**src/rtl/if_fetch.sv**
```systemverilog
// if_fetch: instruction fetch unit that assembles a 32-bit little-endian
// instruction from four byte reads on a byte-wide memory port.
// Optional feature: define ICACHE_EN to add a direct-mapped one-word-line
// instruction cache (2^ICACHE_INDEX_W lines) in front of the byte fetcher.
module if_fetch #(
    parameter int ICACHE_INDEX_W = 5
) (
    input  logic        clk,
    input  logic        rst,
    input  logic [31:0] pc_i,
    input  logic        flush_i,
    input  logic        stall_i,
    output logic        mem_req_o,
    output logic [31:0] mem_addr_o,
    input  logic        mem_gnt_i,
    input  logic [7:0]  mem_rdata_i,
    output logic [31:0] inst_o,
    output logic [31:0] inst_pc_o,
    output logic        inst_valid_o,
    output logic        stallreq_o
);

    typedef enum logic [1:0] {
        IDLE  = 2'd0,
        FETCH = 2'd1,
        DONE  = 2'd2
    } state_t;

    state_t      r_state;
    logic [31:0] r_fetch_pc;
    logic [1:0]  r_byte_cnt;
    logic [23:0] r_word;       // bytes 0..2; byte 3 goes straight to inst_o
    logic [31:0] r_inst;
    logic [31:0] r_inst_pc;
    logic        r_inst_valid;

    logic [31:0] w_addr;
    logic        w_last;       // unflushed final grant: FETCH -> DONE
    logic        w_hit;
    logic [31:0] w_hit_word;

    assign w_addr = r_fetch_pc + {30'd0, r_byte_cnt};
    assign w_last = (r_state == FETCH) && mem_gnt_i && (r_byte_cnt == 2'd3) && !flush_i;

`ifdef ICACHE_EN
    localparam int LINES = 1 << ICACHE_INDEX_W;
    localparam int TAG_W = 30 - ICACHE_INDEX_W;

    logic [31:0]             r_c_data [LINES];
    logic [TAG_W-1:0]        r_c_tag  [LINES];
    logic [LINES-1:0]        r_c_valid;

    logic [ICACHE_INDEX_W-1:0] w_idx;
    logic [TAG_W-1:0]          w_tag;
    logic [ICACHE_INDEX_W-1:0] w_fill_idx;
    logic                      w_fill;

    assign w_idx      = pc_i[ICACHE_INDEX_W+1:2];
    assign w_tag      = pc_i[31:ICACHE_INDEX_W+2];
    assign w_fill_idx = r_fetch_pc[ICACHE_INDEX_W+1:2];
    // Unaligned fetches never touch the cache, neither lookup nor fill.
    assign w_fill     = w_last && (r_fetch_pc[1:0] == 2'b00) && !rst;
    assign w_hit      = (pc_i[1:0] == 2'b00) && r_c_valid[w_idx] && (r_c_tag[w_idx] == w_tag);
    assign w_hit_word = r_c_data[w_idx];

    // Line valid bits: cleared by reset, set on fill.
    always_ff @(posedge clk) begin
        if (rst)
            r_c_valid <= '0;
        else if (w_fill)
            r_c_valid[w_fill_idx] <= 1'b1;
    end

    // Line data and tag storage; no reset needed, guarded by the valid bits.
    always_ff @(posedge clk) begin
        if (w_fill) begin
            r_c_data[w_fill_idx] <= {mem_rdata_i, r_word};
            r_c_tag[w_fill_idx]  <= r_fetch_pc[31:ICACHE_INDEX_W+2];
        end
    end
`else
    assign w_hit      = 1'b0;
    assign w_hit_word = 32'd0;
`endif

    // Fetch FSM: capture pc, collect four bytes, present the word.
    always_ff @(posedge clk) begin
        if (rst) begin
            r_state      <= IDLE;
            r_fetch_pc   <= 32'd0;
            r_byte_cnt   <= 2'd0;
            r_word       <= 24'd0;
            r_inst       <= 32'd0;
            r_inst_pc    <= 32'd0;
            r_inst_valid <= 1'b0;
        end else if (flush_i) begin
            // A grant arriving with the flush is swallowed; partial word dropped.
            r_state      <= IDLE;
            r_byte_cnt   <= 2'd0;
            r_inst_valid <= 1'b0;
        end else begin
            case (r_state)
                IDLE: begin
                    if (w_hit) begin
                        r_inst       <= w_hit_word;
                        r_inst_pc    <= pc_i;
                        r_inst_valid <= 1'b1;
                        r_state      <= DONE;
                    end else begin
                        r_fetch_pc   <= pc_i;
                        r_byte_cnt   <= 2'd0;
                        r_state      <= FETCH;
                    end
                end
                FETCH: begin
                    if (mem_gnt_i) begin
                        r_byte_cnt <= r_byte_cnt + 2'd1;
                        case (r_byte_cnt)
                            2'd0: r_word[7:0]   <= mem_rdata_i;
                            2'd1: r_word[15:8]  <= mem_rdata_i;
                            2'd2: r_word[23:16] <= mem_rdata_i;
                            default: begin
                                r_inst       <= {mem_rdata_i, r_word};
                                r_inst_pc    <= r_fetch_pc;
                                r_inst_valid <= 1'b1;
                                r_state      <= DONE;
                            end
                        endcase
                    end
                end
                DONE: begin
                    if (!stall_i) begin
                        r_inst_valid <= 1'b0;
                        r_state      <= IDLE;
                    end
                end
                default: begin
                    r_inst_valid <= 1'b0;
                    r_state      <= IDLE;
                end
            endcase
        end
    end

    // Reset kills the request immediately, even mid-FETCH.
    assign mem_req_o    = (r_state == FETCH) && !rst;
    assign mem_addr_o   = w_addr;
    assign inst_o       = r_inst;
    assign inst_pc_o    = r_inst_pc;
    assign inst_valid_o = r_inst_valid;
    // inst_valid is set exactly while in DONE, so it doubles as "not stalling".
    assign stallreq_o   = !r_inst_valid;

endmodule

```
**config.mk**
```make
export PLATFORM = sky130hd
export DESIGN_NAME = if_fetch
export DESIGN_NICKNAME = d
export VERILOG_FILES = /design/src/rtl/if_fetch.sv
export SDC_FILE = /design/constraint.sdc
export NUM_CORES = 1
export LEC_CHECK = 0
export ABC_AREA = 1
export ABC_CLOCK_PERIOD_IN_PS = 2550
export CAP_MARGIN = 0
export CORE_ASPECT_RATIO = 2
export CORE_MARGIN = 10
export CORE_UTILIZATION = 45
export DETAILED_ROUTE_END_ITERATION = 7
export PLACE_DENSITY = 0.75
export SYNTH_ARGS = -nofsm -noshare
export SYNTH_HDL_FRONTEND = slang
export SYNTH_SLANG_ARGS = --single-unit
```
**constraint.sdc**
```tcl
create_clock -name clk -period 2.55 [get_ports clk]
set_input_delay 0.6375 -clock clk [delete_from_list [all_inputs] [get_ports clk]]
set_output_delay 0.6375 -clock clk [all_outputs]
set_load 0.05 [all_outputs]
```
**Word level (Yosys, flattened, before mapping)**

Cells that the tools add are included.

- Register bits: 125
- Latch bits: 0
- Memory bits (writable): 0
- Memory bits (read-only): 0
- Input bits: 45
- Output and inout bits: 99
- Word-level logic and storage cells: 47
- Memories kept: 0

- $add $sub $neg: 2
- Multiply operators: 0
- Divide/modulo/power cells: 0
- $lt $le $gt $ge: 0
- Equal/unequal tests: 7
- Shift operators: 0
- Mux-type cells: 10
- Bitwise gates (word level): 3
- Reduce and logical (&&, ||, !) cells: 16

Operators by type and width:

| kind | number |
|---|---|
| 32-bit by 2-bit adder with 32-bit output | 1 |
| 4-bit AND reduction | 5 |
| 2-bit 2-to-1 mux | 4 |
| 2-bit != test (second input constant) | 3 |
| 2-bit one-hot mux with 3 select lines | 1 |
| 2-bit by 1-bit equality test with 1-bit output (second input constant) | 2 |
| 2-bit equality test (second input constant) | 2 |
| 2-bit logical NOT | 2 |
| 2-bit one-hot mux with 2 select lines | 1 |
| 2-bit AND reduction | 2 |
| 1-bit 2-to-1 mux | 3 |
| 1-bit NOT | 3 |
| 1-bit one-hot mux with 3 select lines | 1 |
| 3-bit AND reduction | 1 |
| 3-bit OR reduction | 1 |
| 2-bit by 1-bit adder with 2-bit output (second input constant) | 1 |
| 1-bit logical NOT | 2 |
| 2-bit nonzero test | 1 |
| 2-bit OR reduction | 1 |
| 1-bit logical AND | 1 |

**Longest topological paths before layout**

Gate-level depths: netlist of run 1.

- Word-level depth: 5
- Mapped depth: 9
- Depth with buffers taken out: 9

**Worst setup path after synthesis of run 1**

Ideal clock, no wire load.

- Path kind: register -> output
- Start point: register r_byte_cnt[0]
- End point: output port mem_addr_o[14]
- Arrival: 2.225 ns
- Data required time: 1.913 ns
- Setup slack: -0.313 ns
- Cell stages (with the launch flop): 8
- Buffers on the path: 0
- Path through: dfxtp_1 -> ha_1 -> inv_1 -> fa_1 -> nor2_4 -> nand2_2 -> nor2_4 -> xor2_1

- Longest elaborated chain between the ends: 1

RTL lines:

| element | RTL line | source |
|---|---|---|
| start: declaration | 31 | `logic [1:0] r_byte_cnt;` |
| start signal: assignment | 117 | `r_byte_cnt <= r_byte_cnt + 2'd1;` |
| 32-bit by 2-bit adder with 32-bit output | 42 | `assign w_addr = r_fetch_pc + {30'd0, r_byte_cnt};` |
| end: declaration | 14 | `output logic [31:0] mem_addr_o,` |

Every way passes these cells.

**Worst setup path in the final report of run 1**

- Start point: register r_byte_cnt[0]
- End point: output port mem_addr_o[30]

The elaborated chain is that of the path after synthesis.

==> results of run 1 <==
## flip-flops by register name, indices dropped and copies added, names as in the netlist
| register | flops |
|---|---|
| r_word | 24 |
| inst_pc_o | 32 |
| inst_o | 32 |
| r_fetch_pc | 32 |
| r_byte_cnt | 2 |
| r_state | 2 |
| inst_valid_o | 1 |
## logic make-up (layout without fill, tap and decap cells)
| group | after synthesis | in the layout | share of synthesized area [%] |
|---|---|---|---|
| XOR/XNOR | 15 | 15 | 2.41 |
| buffers and inverters | 89 | 261 | 8.24 |
| AO/OA/AOI/OAI | 158 | 158 | 14.5 |
| AND/OR/NAND/NOR | 366 | 366 | 27.2 |
| flip-flops | 125 | 125 | 45.9 |
| adder cells (fa/ha/maj) | 7 | 7 | 1.74 |
## cell usage in the layout (no fill, tap or decap), types with 12 or more instances in the layout
cell and count:
o21ai_1 60, clkbuf_16 17, clkdlybuf4s50_1 111, buf_12 38, buf_4 21, nand2_1 85, inv_1 45, nor2_1 220
dfxtp_2 12, nand2_2 17, a21oi_1 34, o21ai_0 62, dfxtp_1 113
## report_power, final
group / total, uW / leakage, uW / internal, uW / switching (uW)
combinational: 673 / 0.00193 / 313 / 360
clock: 2560 / 0.000295 / 1630 / 925
sequential: 2070 / 0.00102 / 2000 / 73.2
total: 5300 / 0.00324 / 3950 / 1360
## worst min-delay path by stage
| stage | slack (ns) | from | cells past startpoint | to |
|---|---|---|---|---|
| 6_report | 0.44 | r_word[2]$_SDFFE_PP0P_ | 2 | r_word[2]$_SDFFE_PP0P_ |
| 5_1_grt | 0.46 | r_word[23]$_SDFFE_PP0P_ | 2 | r_word[23]$_SDFFE_PP0P_ |
| 4_1_cts | 0.44 | r_word[20]$_SDFFE_PP0P_ | 2 | r_word[20]$_SDFFE_PP0P_ |
| 3_5_place_dp | 0.43 | r_word[20]$_SDFFE_PP0P_ | 2 | r_word[20]$_SDFFE_PP0P_ |
| 3_3_place_gp | 0.43 | r_word[11]$_SDFFE_PP0P_ | 2 | r_word[11]$_SDFFE_PP0P_ |
| 2_1_floorplan | 0.42 | r_word[0]$_SDFFE_PP0P_ | 2 | r_word[0]$_SDFFE_PP0P_ |
## routing by layer
layer  part of all wire [%]  global-route usage [%]  routed length (um)  up-vias
li1                       -                       -                   -     2739
met1                     33                    18.0                5970     2489
met2                     57                    39.4               10300      185
met3                    5.4                    5.54                 968       51
met4                    4.7                    12.8                 858        0
met5                      0                       0                   0        -
## repair_timing
item,in CTS,in global routing
pin swaps,18,14
buffers inserted,5,4
endpoints found under the setup margin,29,30
hold endpoints to repair,0,0
resized for setup,62,24
gates cloned,0,0
## tightest hold or removal path, delay by kind of cell, from the launching register on
kind	cells	cell delay, ns
compound gates	1	0.05
buf+inv	1	0.04
flops	1	0.31
## through the flow
stage	utilization [%]	total power, uW	hold WS (ns)	std cells
floorplan	-	2390	0.424	760
global placement	63.7	2750	0.430	1042
detailed placement	63.7	2750	0.433	1042
CTS	71.4	5310	0.443	1075
global route	72.3	5470	0.465	1077
finish	72.3	5300	0.442	1077
## final cells by class
class / instances / area share [%]
clock buffer: 17 / 5.00
clock inverter: 13 / 2.26
inverter: 54 / 2.44
multi-input combinational: 546 / 33.8
sequential: 125 / 29.6
tap: 145 / 2.13
timing repair buffer: 177 / 24.8
==> flow_summary_export.csv, run 1 <==
group,metric,value,unit
synth,yosysSeqAreaShare,45.9,%
routing,viasPerCell,5.07,
routing,wl_per_cell,16.8,um
clock_network,ctsRootBufferMaster,"clkbuf_16",
synth,synth_common_cells,"225 x nor2_1, 125 x dfxtp_1, 103 x nand2_1, 64 x o21ai_0, 60 x o21ai_1",
timing,finalSetupTns,-4.27,ns
placement,dp_slack,-0.0237,ns
final_layout,fillers,900,
timing,fin_worst_skew,0.00911,ns
worst_setup_path,critPathMaxFanout,5,
final_layout,multi_input_area,0.00288,sq mm
synth,synth.most_common_cell,"nor2_1",
status,failed_checks,"setup timing",
floorplan,rows,56,
routing,drtAntennaViolNets,0,
final_layout,drive_gt1_share,18.7,%
synth,synth_cell_types,22,
worst_setup_path,cp-endpoint,"mem_addr_o[30]",
synth,synth-edff-count,0,
final_layout,fin_area,0.00851,sq mm
worst_setup_path,path_cells,"ha_4, inv_2, fa_2, nor2_4, nand2_4, nor2_4, nand2_1, nand2_1, nand2_2, buf_12",
synth,post_synth.cell_area_avg,7.17,sq um
synth,synth_area_leaders,"dfxtp_1 46%, nor2_1 15%, nand2_1 7.1%",
routing,route.vias.total,5464,
clock_network,clock_latency,0.41,ns
worst_setup_path,cp-end-kind,"output port",
timing,clock.fmax,352,MHz
placement,placed_area,0.00750,sq mm
worst_setup_path,cp-start-kind,"flip-flop",
power,vdd_ir_drop_max,0.496,mV
floorplan,die_y,176,um
worst_setup_path,crit_arrival,2.20,ns
synth,synth_flop_cell,"dfxtp_1",
worst_setup_path,critical_path_class,"reg2out",
worst_setup_path,critPathTopFamily,"simple AND/OR/NAND/NOR gates",
worst_setup_path,r2r-start,"r_byte_cnt[0]$_SDFFE_PP0P_",
synth,async_flop_share,0,%
grt,grt_pass1_vias,5541,
floorplan,start_util,46.3,%
clock_network,path_clk_slew,0.06,ns
worst_setup_path,cp.depth,10,
routing,drt_iter0_markers,239,
routing,routed_wirelength,18.1,mm
clock_network,cts_tree,"done",
timing,rsz0062_at_grt,"true",
routing,drc,0,
timing,maxSlewViolCount,0,
synth,yosysTopAreaCellShare,45.9,%
timing,min_period_over_period,111,%
flow_run,cap_violations,0,
synth,ys_warn_count,0,
worst_setup_path,critical_path.slowest_cell,"fa_2",
timing,maxSlewHeadroom,62.7,%
synth,yosysTopAreaCell,"dfxtp_1",
final_layout,register_area,0.00252,sq mm
timing,setup_viol,28,
grt,antenna_found_initial,0,
clock_network,clockBufferDepth,2,
final_layout,diodes,0,
final_layout,final_nets,973,
timing,setup_slack,-0.288,ns
timing,tightest_slew,0.558,ns
floorplan,ioPinCount,144,
worst_setup_path,cp_slowest_stage_delay,0.36,ns
worst_setup_path,r2r_cells,9,
grt,grt_start_max_net_pins,33,
synth,synth_area,0.00545,sq mm
placement,place_congestion,0.908,
clock_network,numCtsBuffers,17,
floorplan,die_x,97.8,um
grt,grt_pass1_wl,28.3,mm
placement,hpwl,13.4,mm
floorplan,die_area,0.0172,sq mm
grt,overflow,0,
placement,portBuffers,143,
hold_path,worstHoldPathType,"reg2reg",
synth,syn_inst,760,
clock_network,ctsHoldBuffers,0,
power,power.leakage,0.00324,uW
clock_network,clock-sinks,125,
floorplan,core-area,0.0118,sq mm
clock_network,cts-htree-levels,4,
worst_setup_path,r2r_slack,0.90,ns
timing,hold_viol,0,
synth,synth_seq_cells,125,
routing,firstDrtPassIters,5,
final_layout,syn_to_final_growth,56.0,%
power,powerDensity,624,mW/mm^2
worst_setup_path,r2r-end,"inst_pc_o[17]$_SDFFE_PP0P_",
grt,grt_use_total,20.5,%
worst_setup_path,critPathBufInv,2,
synth,synth_nets,812,
status,status,"complete, but fails checks",
timing,fin_crit,2.84,ns
worst_setup_path,crit_start,"r_byte_cnt[0]$_SDFFE_PP0P_",
worst_setup_path,critPathRequiredTime,1.91,ns
Power figures use the tool's default switching activity.
==> inputs of run 2 (changes only) <==
--- a/config.mk
+++ b/config.mk
@@ -11,7 +11,9 @@
 export CORE_ASPECT_RATIO = 2
 export CORE_MARGIN = 10
 export CORE_UTILIZATION = 45
+export CTS_CLUSTER_DIAMETER = 200
 export DETAILED_ROUTE_END_ITERATION = 7
+export GPL_TIMING_DRIVEN = 0
 export PLACE_DENSITY = 0.75
 export SYNTH_ARGS = -nofsm -noshare
 export SYNTH_HDL_FRONTEND = slang
==> run 2 against run 1 <==
  * The flow still finishes with violations (setup timing)
  * Clock skew down 0.0019 ns
  * Die area did not move
  * Non-clock buffer count is 22 higher
  * Combinational power fell by 16%
  * Total power decreased by 6.9%
  * Critical path type unchanged
  * Count of clock-buffer cells in the layout is 2 higher
  * Register-to-register slack lost 0.04 ns
  * Routed wire length rose by 0.86%
  * Hold slack gained 0.0014 ns
  * Sequential power hardly changed
  * Sequential share of layout area is 1.4 points higher
==> flow_summary_export.csv, run 2 (synthesis results as in run 1) <==
group,metric,value,unit
timing,setup_viol,25,
timing,maxSlewViolCount,0,
worst_setup_path,critPathBufInv,2,
grt,met2_usage,40.0,%
timing,tightest_slew,0.548,ns
grt,overflow,0,
routing,drc,0,
power,powerDensity,607,mW/mm^2
clock_network,clock-sinks,125,
clock_network,clock_latency,0.41,ns
routing,drtAntennaViolNets,0,
flow_run,cap_violations,0,
hold_path,hold_depth,2,
timing,fin_worst_skew,0.00722,ns
power,power.leakage,0.00317,uW
worst_setup_path,cp-start-kind,"flip-flop",
timing,setup_slack,-0.348,ns
clock_network,cts_tree,"done",
grt,met1_usage,18.6,%
floorplan,die_y,176,um
routing,routed_wirelength,18.2,mm
power,vdd_ir_drop_max,0.475,mV
timing,clock.fmax,345,MHz
timing,maxSlewHeadroom,63.3,%
grt,grt_pass1_wl,28.5,mm
placement,portBuffers,143,
worst_setup_path,critPathMaxFanout,4,
floorplan,ioPinCount,144,
final_layout,drive_gt1_share,18.4,%
power,finalPower,4940,uW
placement,place_inst,1048,
worst_setup_path,cp_slowest_stage_delay,0.38,ns
timing,min_period_over_period,114,%
grt,grt_busiest_layer,"met2",
worst_setup_path,path_cells,"ha_4, inv_2, fa_2, nor2_4, nand2_4, nor2_4, nand3b_1, nand2_2, buf_8",
placement,hpwl,13.7,mm
final_layout,diodes,0,
hold_path,holdCritStartpoint,"r_word[11]$_SDFFE_PP0P_",
placement,place_congestion,0.918,
clock_network,clockBufferDepth,2,
worst_setup_path,critical_path_class,"reg2out",
hold_path,min_to,"r_word[11]$_SDFFE_PP0P_",
worst_setup_path,critPathTopFamily,"simple AND/OR/NAND/NOR gates",
power,p_sw,1330,uW
placement,dp_slack,-0.876,ns
routing,viasPerCell,5.02,
grt,grt_pass1_vias,5499,
clock_network,ctsRootBufferMaster,"clkbuf_16",
routing,wl_per_cell,16.6,um
floorplan,core-area,0.0118,sq mm
final_layout,instances_no_fill,1101,
worst_setup_path,cp_common_cell,"nor2_4",
worst_setup_path,crit_arrival,2.26,ns
clock_network,numCtsBuffers,17,
status,status,"complete, but fails checks",
power,power.internal,3610,uW
floorplan,start_util,46.3,%
clock_network,cts-htree-levels,4,
power,seq_power_share,42.0,%
hold_path,worstHoldPathType,"reg2reg",
worst_setup_path,r2r-start,"r_byte_cnt[0]$_SDFFE_PP0P_",
worst_setup_path,critical_path.slowest_cell,"fa_2",
grt,antenna_found_initial,0,
timing,finalSetupTns,-4.32,ns
final_layout,syn_to_final_growth,49.2,%
timing,fin_crit,2.90,ns
worst_setup_path,r2r_slack,0.86,ns
floorplan,die_area,0.0172,sq mm
power,p_clk_share,46.6,%
power,comb_power_share,11.4,%
floorplan,die_x,97.8,um
floorplan,rows,56,
status,failed_checks,"setup timing",
routing,firstDrtPassIters,5,
worst_setup_path,cp-end-kind,"output port",
routing,drt_iter0_markers,246,
grt,grt_util_met3,4.76,%
grt,grt_start_max_net_pins,17,
timing,hold_viol,0,
grt,grt_use_total,20.7,%
final_layout,layout_common_cells,"218 x nor2_1, 111 x clkdlybuf4s50_1, 111 x dfxtp_1, 89 x nand2_1",
final_layout,final_nets,995,
clock_network,path_clk_slew,0.06,ns
worst_setup_path,r2r_cells,7,
routing,route.vias.total,5524,
worst_setup_path,critPathRequiredTime,1.91,ns
timing,whs,0.444,ns
final_layout,layout_commonest_cell,"nor2_1",
worst_setup_path,r2r-end,"r_word[5]$_SDFFE_PP0P_",
power,swShare,26.8,%
timing,rsz0062_at_grt,"true",
==> run 2: worst reg2reg max path, cell delays in order, from the launching register on <==
cell	delay, ns
dfxtp_4	0.35
buf_4	0.15
inv_1	0.09
ha_1	0.15
nand3_1	0.21
buf_2	0.26
o21ai_0	0.27
a21oi_1	0.08
==> run 2: layout make-up <==
| cell class | instances | area, sq um |
|---|---|---|
| clock buffer | 19 | 453 |
| buffer | 35 | 244 |
| clock inverter | 13 | 115 |
| inverter | 54 | 205 |
| fill | 957 | 3630 |
| multi-input combinational | 546 | 2770 |
| sequential | 125 | 2520 |
| timing repair buffer | 164 | 1650 |
| tap | 145 | 181 |
==> run 2: power groups by stage <==
stage,logic [uW],clock network (uW),registers (uW)
after CTS,535,2320,2070
after detailed placement,526,0,2110
after global placement,524,0,2110
after global routing,604,2400,2080
final,564,2300,2080
after floorplan,310,0,2080
==> run 2: timing repair <==
action | 4_1_cts | 5_1_grt
endpoints found under the hold margin | 0 | 0
pin swaps | 13 | 18
hold buffers | 0 | 0
gates resized for setup | 228 | 65
endpoints found under the setup margin | 32 | 29
buffers inserted | 13 | 9
==> run 2: per-stage QoR <==
step	util, %	area (sq um)
after floorplan	-	5520
after global placement	60.6	7130
after detailed placement	60.6	7130
after CTS	67.1	7900
after global routing	69.1	8140
final	69.1	8140
==> run 2: how the worst max path moves through the flow <==
stage | start | endpoint | slack (ns) | cells after the start
after global placement | r_byte_cnt[0]$_SDFFE_PP0P_ | mem_addr_o[16] | -0.86 | 8
after CTS | r_byte_cnt[0]$_SDFFE_PP0P_ | mem_addr_o[22] | -0.37 | 10
after detailed placement | r_byte_cnt[0]$_SDFFE_PP0P_ | mem_addr_o[16] | -0.88 | 8
final | r_fetch_pc[0]$_SDFFE_PP0P_ | mem_addr_o[20] | -0.35 | 9
after floorplan | r_byte_cnt[0]$_SDFFE_PP0P_ | mem_addr_o[20] | -0.08 | 8
after global routing | r_fetch_pc[0]$_SDFFE_PP0P_ | mem_addr_o[20] | -0.44 | 10
==> run 2: layer usage <==
metal / wire (um) / up-vias
met4: 857 / 0
met1: 6270 / 2485
met3: 933 / 59
met2: 10200 / 195
met5: 0 / -
li1: - / 2785
==> inputs of run 3 (changes only) <==
--- a/config.mk
+++ b/config.mk
@@ -8,13 +8,14 @@
 export ABC_AREA = 1
 export ABC_CLOCK_PERIOD_IN_PS = 2550
 export CAP_MARGIN = 0
-export CORE_ASPECT_RATIO = 2
+export CORE_ASPECT_RATIO = 0.6
 export CORE_MARGIN = 10
 export CORE_UTILIZATION = 45
 export CTS_CLUSTER_DIAMETER = 200
 export DETAILED_ROUTE_END_ITERATION = 7
+export GPL_ROUTABILITY_DRIVEN = 0
 export GPL_TIMING_DRIVEN = 0
-export PLACE_DENSITY = 0.75
+export PLACE_DENSITY = 0.86
 export SYNTH_ARGS = -nofsm -noshare
 export SYNTH_HDL_FRONTEND = slang
 export SYNTH_SLANG_ARGS = --single-unit
==> run 3 against run 2 <==
  * The run still ends with setup timing left
  * Critical path depth rose by 1
  * Cell count rose by 0.82%
  * Utilization fell by 1.6 points
  * Flip-flop and latch count did not move
  * Sequential power barely moved
  * Final area fell by 0.83%
  * Critical path type unchanged
  * Critical endpoint is now mem_addr_o[22]
  * Highest routed layer unchanged
==> flow_summary_export.csv, run 3 (synthesis results as in run 1) <==
group,metric,value,unit
status,status,"complete, but fails checks",
status,failed_checks,"setup timing",
timing,whs,0.448,ns
floorplan,die_area,0.0171,sq mm
routing,drtAntennaViolNets,0,
final_layout,syn_to_final_growth,48.0,%
worst_setup_path,r2r-start,"r_byte_cnt[0]$_SDFFE_PP0P_",
final_layout,final_nets,984,
clock_network,ctsRootBufferMaster,"clkbuf_16",
worst_setup_path,crit_arrival,2.23,ns
timing,maxSlewHeadroom,61.4,%
clock_network,numCtsBuffers,17,
grt,antenna_found_initial,0,
final_layout,layout_common_cells,"220 x nor2_1, 111 x clkdlybuf4s50_1, 111 x dfxtp_1, 93 x nand2_1, 63 x o21ai_0",
worst_setup_path,crit_start,"r_byte_cnt[0]$_SDFFE_PP0P_",
routing,drc,0,
clock_network,path_clk_slew,0.06,ns
timing,tightest_slew,0.578,ns
routing,viasPerCell,5.04,
placement,placed_area,0.00716,sq mm
placement,hpwl,13.5,mm
timing,fin_crit,2.87,ns
hold_path,worstHoldPathType,"reg2reg",
timing,hold_viol,0,
final_layout,drive_gt1_share,16.1,%
grt,grt_pass1_wl,28.4,mm
hold_path,holdCritStartpoint,"r_word[17]$_SDFFE_PP0P_",
final_layout,multi_input_area,0.00271,sq mm
floorplan,start_util,45.6,%
floorplan,die_x,162,um
clock_network,ctsHoldBuffers,0,
timing,maxSlewViolCount,0,
routing,drt_iter0_markers,457,
flow_run,cap_violations,0,
final_layout,fillers,1004,
worst_setup_path,critical_path_class,"reg2out",
clock_network,cts_tree,"done",
routing,wl_per_cell,16.5,um
routing,firstDrtPassIters,8,
worst_setup_path,cp-start-kind,"flip-flop",
power,powerDensity,661,mW/mm^2
clock_network,clock_latency,0.41,ns
timing,fin_worst_skew,0.00708,ns
floorplan,ioPinCount,144,
placement,portBuffers,143,
power,vdd_ir_drop_max,0.491,mV
floorplan,rows,31,
timing,rsz0062_at_grt,"true",
grt,grt_use_total,20.8,%
worst_setup_path,cp-end-kind,"output port",
clock_network,cts-htree-levels,4,
clock_network,clock-sinks,125,
grt,overflow,0,
routing,routed_wirelength,18.3,mm
worst_setup_path,r2r_cells,7,
power,power.leakage,0.00315,uW
worst_setup_path,critPathMaxFanout,5,
final_layout,final_core_util,67.5,%
final_layout,register_area,0.00252,sq mm
worst_setup_path,cp-endpoint,"mem_addr_o[22]",
timing,setup_slack,-0.319,ns
worst_setup_path,r2r_slack,0.83,ns
floorplan,die_y,105,um
timing,clock.fmax,349,MHz
final_layout,fin_area,0.00807,sq mm
timing,setup_viol,16,
worst_setup_path,r2r-end,"r_word[4]$_SDFFE_PP0P_",
worst_setup_path,critPathRequiredTime,1.91,ns
grt,grt_pass1_vias,5266,
final_layout,layout_commonest_cell,"nor2_1",
clock_network,clockBufferDepth,2,
floorplan,core-area,0.0119,sq mm
routing,route.vias.total,5592,
final_layout,diodes,0,
grt,grt_start_max_net_pins,17,
timing,min_period_over_period,112,%
==> run 3: cell types whose count changed in the layout (fill, tap and decap cells not counted), sizes merged <==
cell / delta
clkdlybuf4s15: -1
clkinvlp: -3
buf: -10
clkbuf: +3
bufinv: +4
inv: -2
clkinv: -2
==> run 3: worst min-delay path by stage <==
| stage | to | slack (ns) | cells past startpoint |
|---|---|---|---|
| after floorplan | r_word[0]$_SDFFE_PP0P_ | 0.42 | 2 |
| after global placement | r_word[22]$_SDFFE_PP0P_ | 0.43 | 2 |
| after detailed placement | r_word[23]$_SDFFE_PP0P_ | 0.44 | 2 |
| after CTS | r_word[11]$_SDFFE_PP0P_ | 0.45 | 2 |
| after global routing | r_word[11]$_SDFFE_PP0P_ | 0.47 | 2 |
| final | r_word[17]$_SDFFE_PP0P_ | 0.45 | 2 |
==> run 3: layout make-up <==
class | count | share of cell area (%)
plain buffers | 35 | 3.02
clock buffers | 22 | 5.88
repair buffers | 153 | 18.8
multi-input cells | 546 | 33.6
flip-flops and latches | 125 | 31.3
inverters | 54 | 2.54
clock inverters | 10 | 2.29
well taps | 165 | 2.56
==> run 3: what timing repair did <==
item                                   4_1_cts  5_1_grt
pin swaps                                   16       10
setup endpoints to repair                   32       30
buffers inserted                             6        5
resized for setup                          224       40
endpoints found under the hold margin        0        0
==> run 3: power breakdown <==
| part | internal [uW] | switching, uW | total [uW] |
|---|---|---|---|
| Combinational | 208 | 336 | 545 |
| Clock | 1810 | 900 | 2710 |
| Sequential | 2000 | 74.5 | 2080 |
==> run 3: stage by stage <==
step | total power, uW | setup slack [ns] | setup TNS (ns) | cells
after floorplan | 2390 | -0.0817 | -0.276 | 760
after global placement | 2620 | -0.833 | -12.21 | 1068
after detailed placement | 2630 | -0.875 | -13.13 | 1068
after CTS | 5310 | -0.341 | -3.25 | 1106
after global routing | 5490 | -0.410 | -5.19 | 1110
final | 5330 | -0.319 | -3.40 | 1110
==> run 3: worst max-delay path, stage by stage, from the launching register on <==
cell     delay, ns
dfxtp_4       0.36
ha_4          0.13
inv_2         0.03
fa_2          0.38
nor2_4        0.22
nand2_4       0.09
nor2_4        0.22
nand2_1       0.08
nand2_1       0.08
nand2_2       0.07
buf_6         0.15
==> run 3: layer usage <==
metal / share of wire (%) / global-route usage [%] / up-vias
met1: 47 / 28.7 / 2533
met3: 11 / 7.42 / 36
met4: 1.5 / 5.63 / 0
li1: - / - / 2769
met5: 0 / 0 / -
met2: 41 / 30.0 / 254
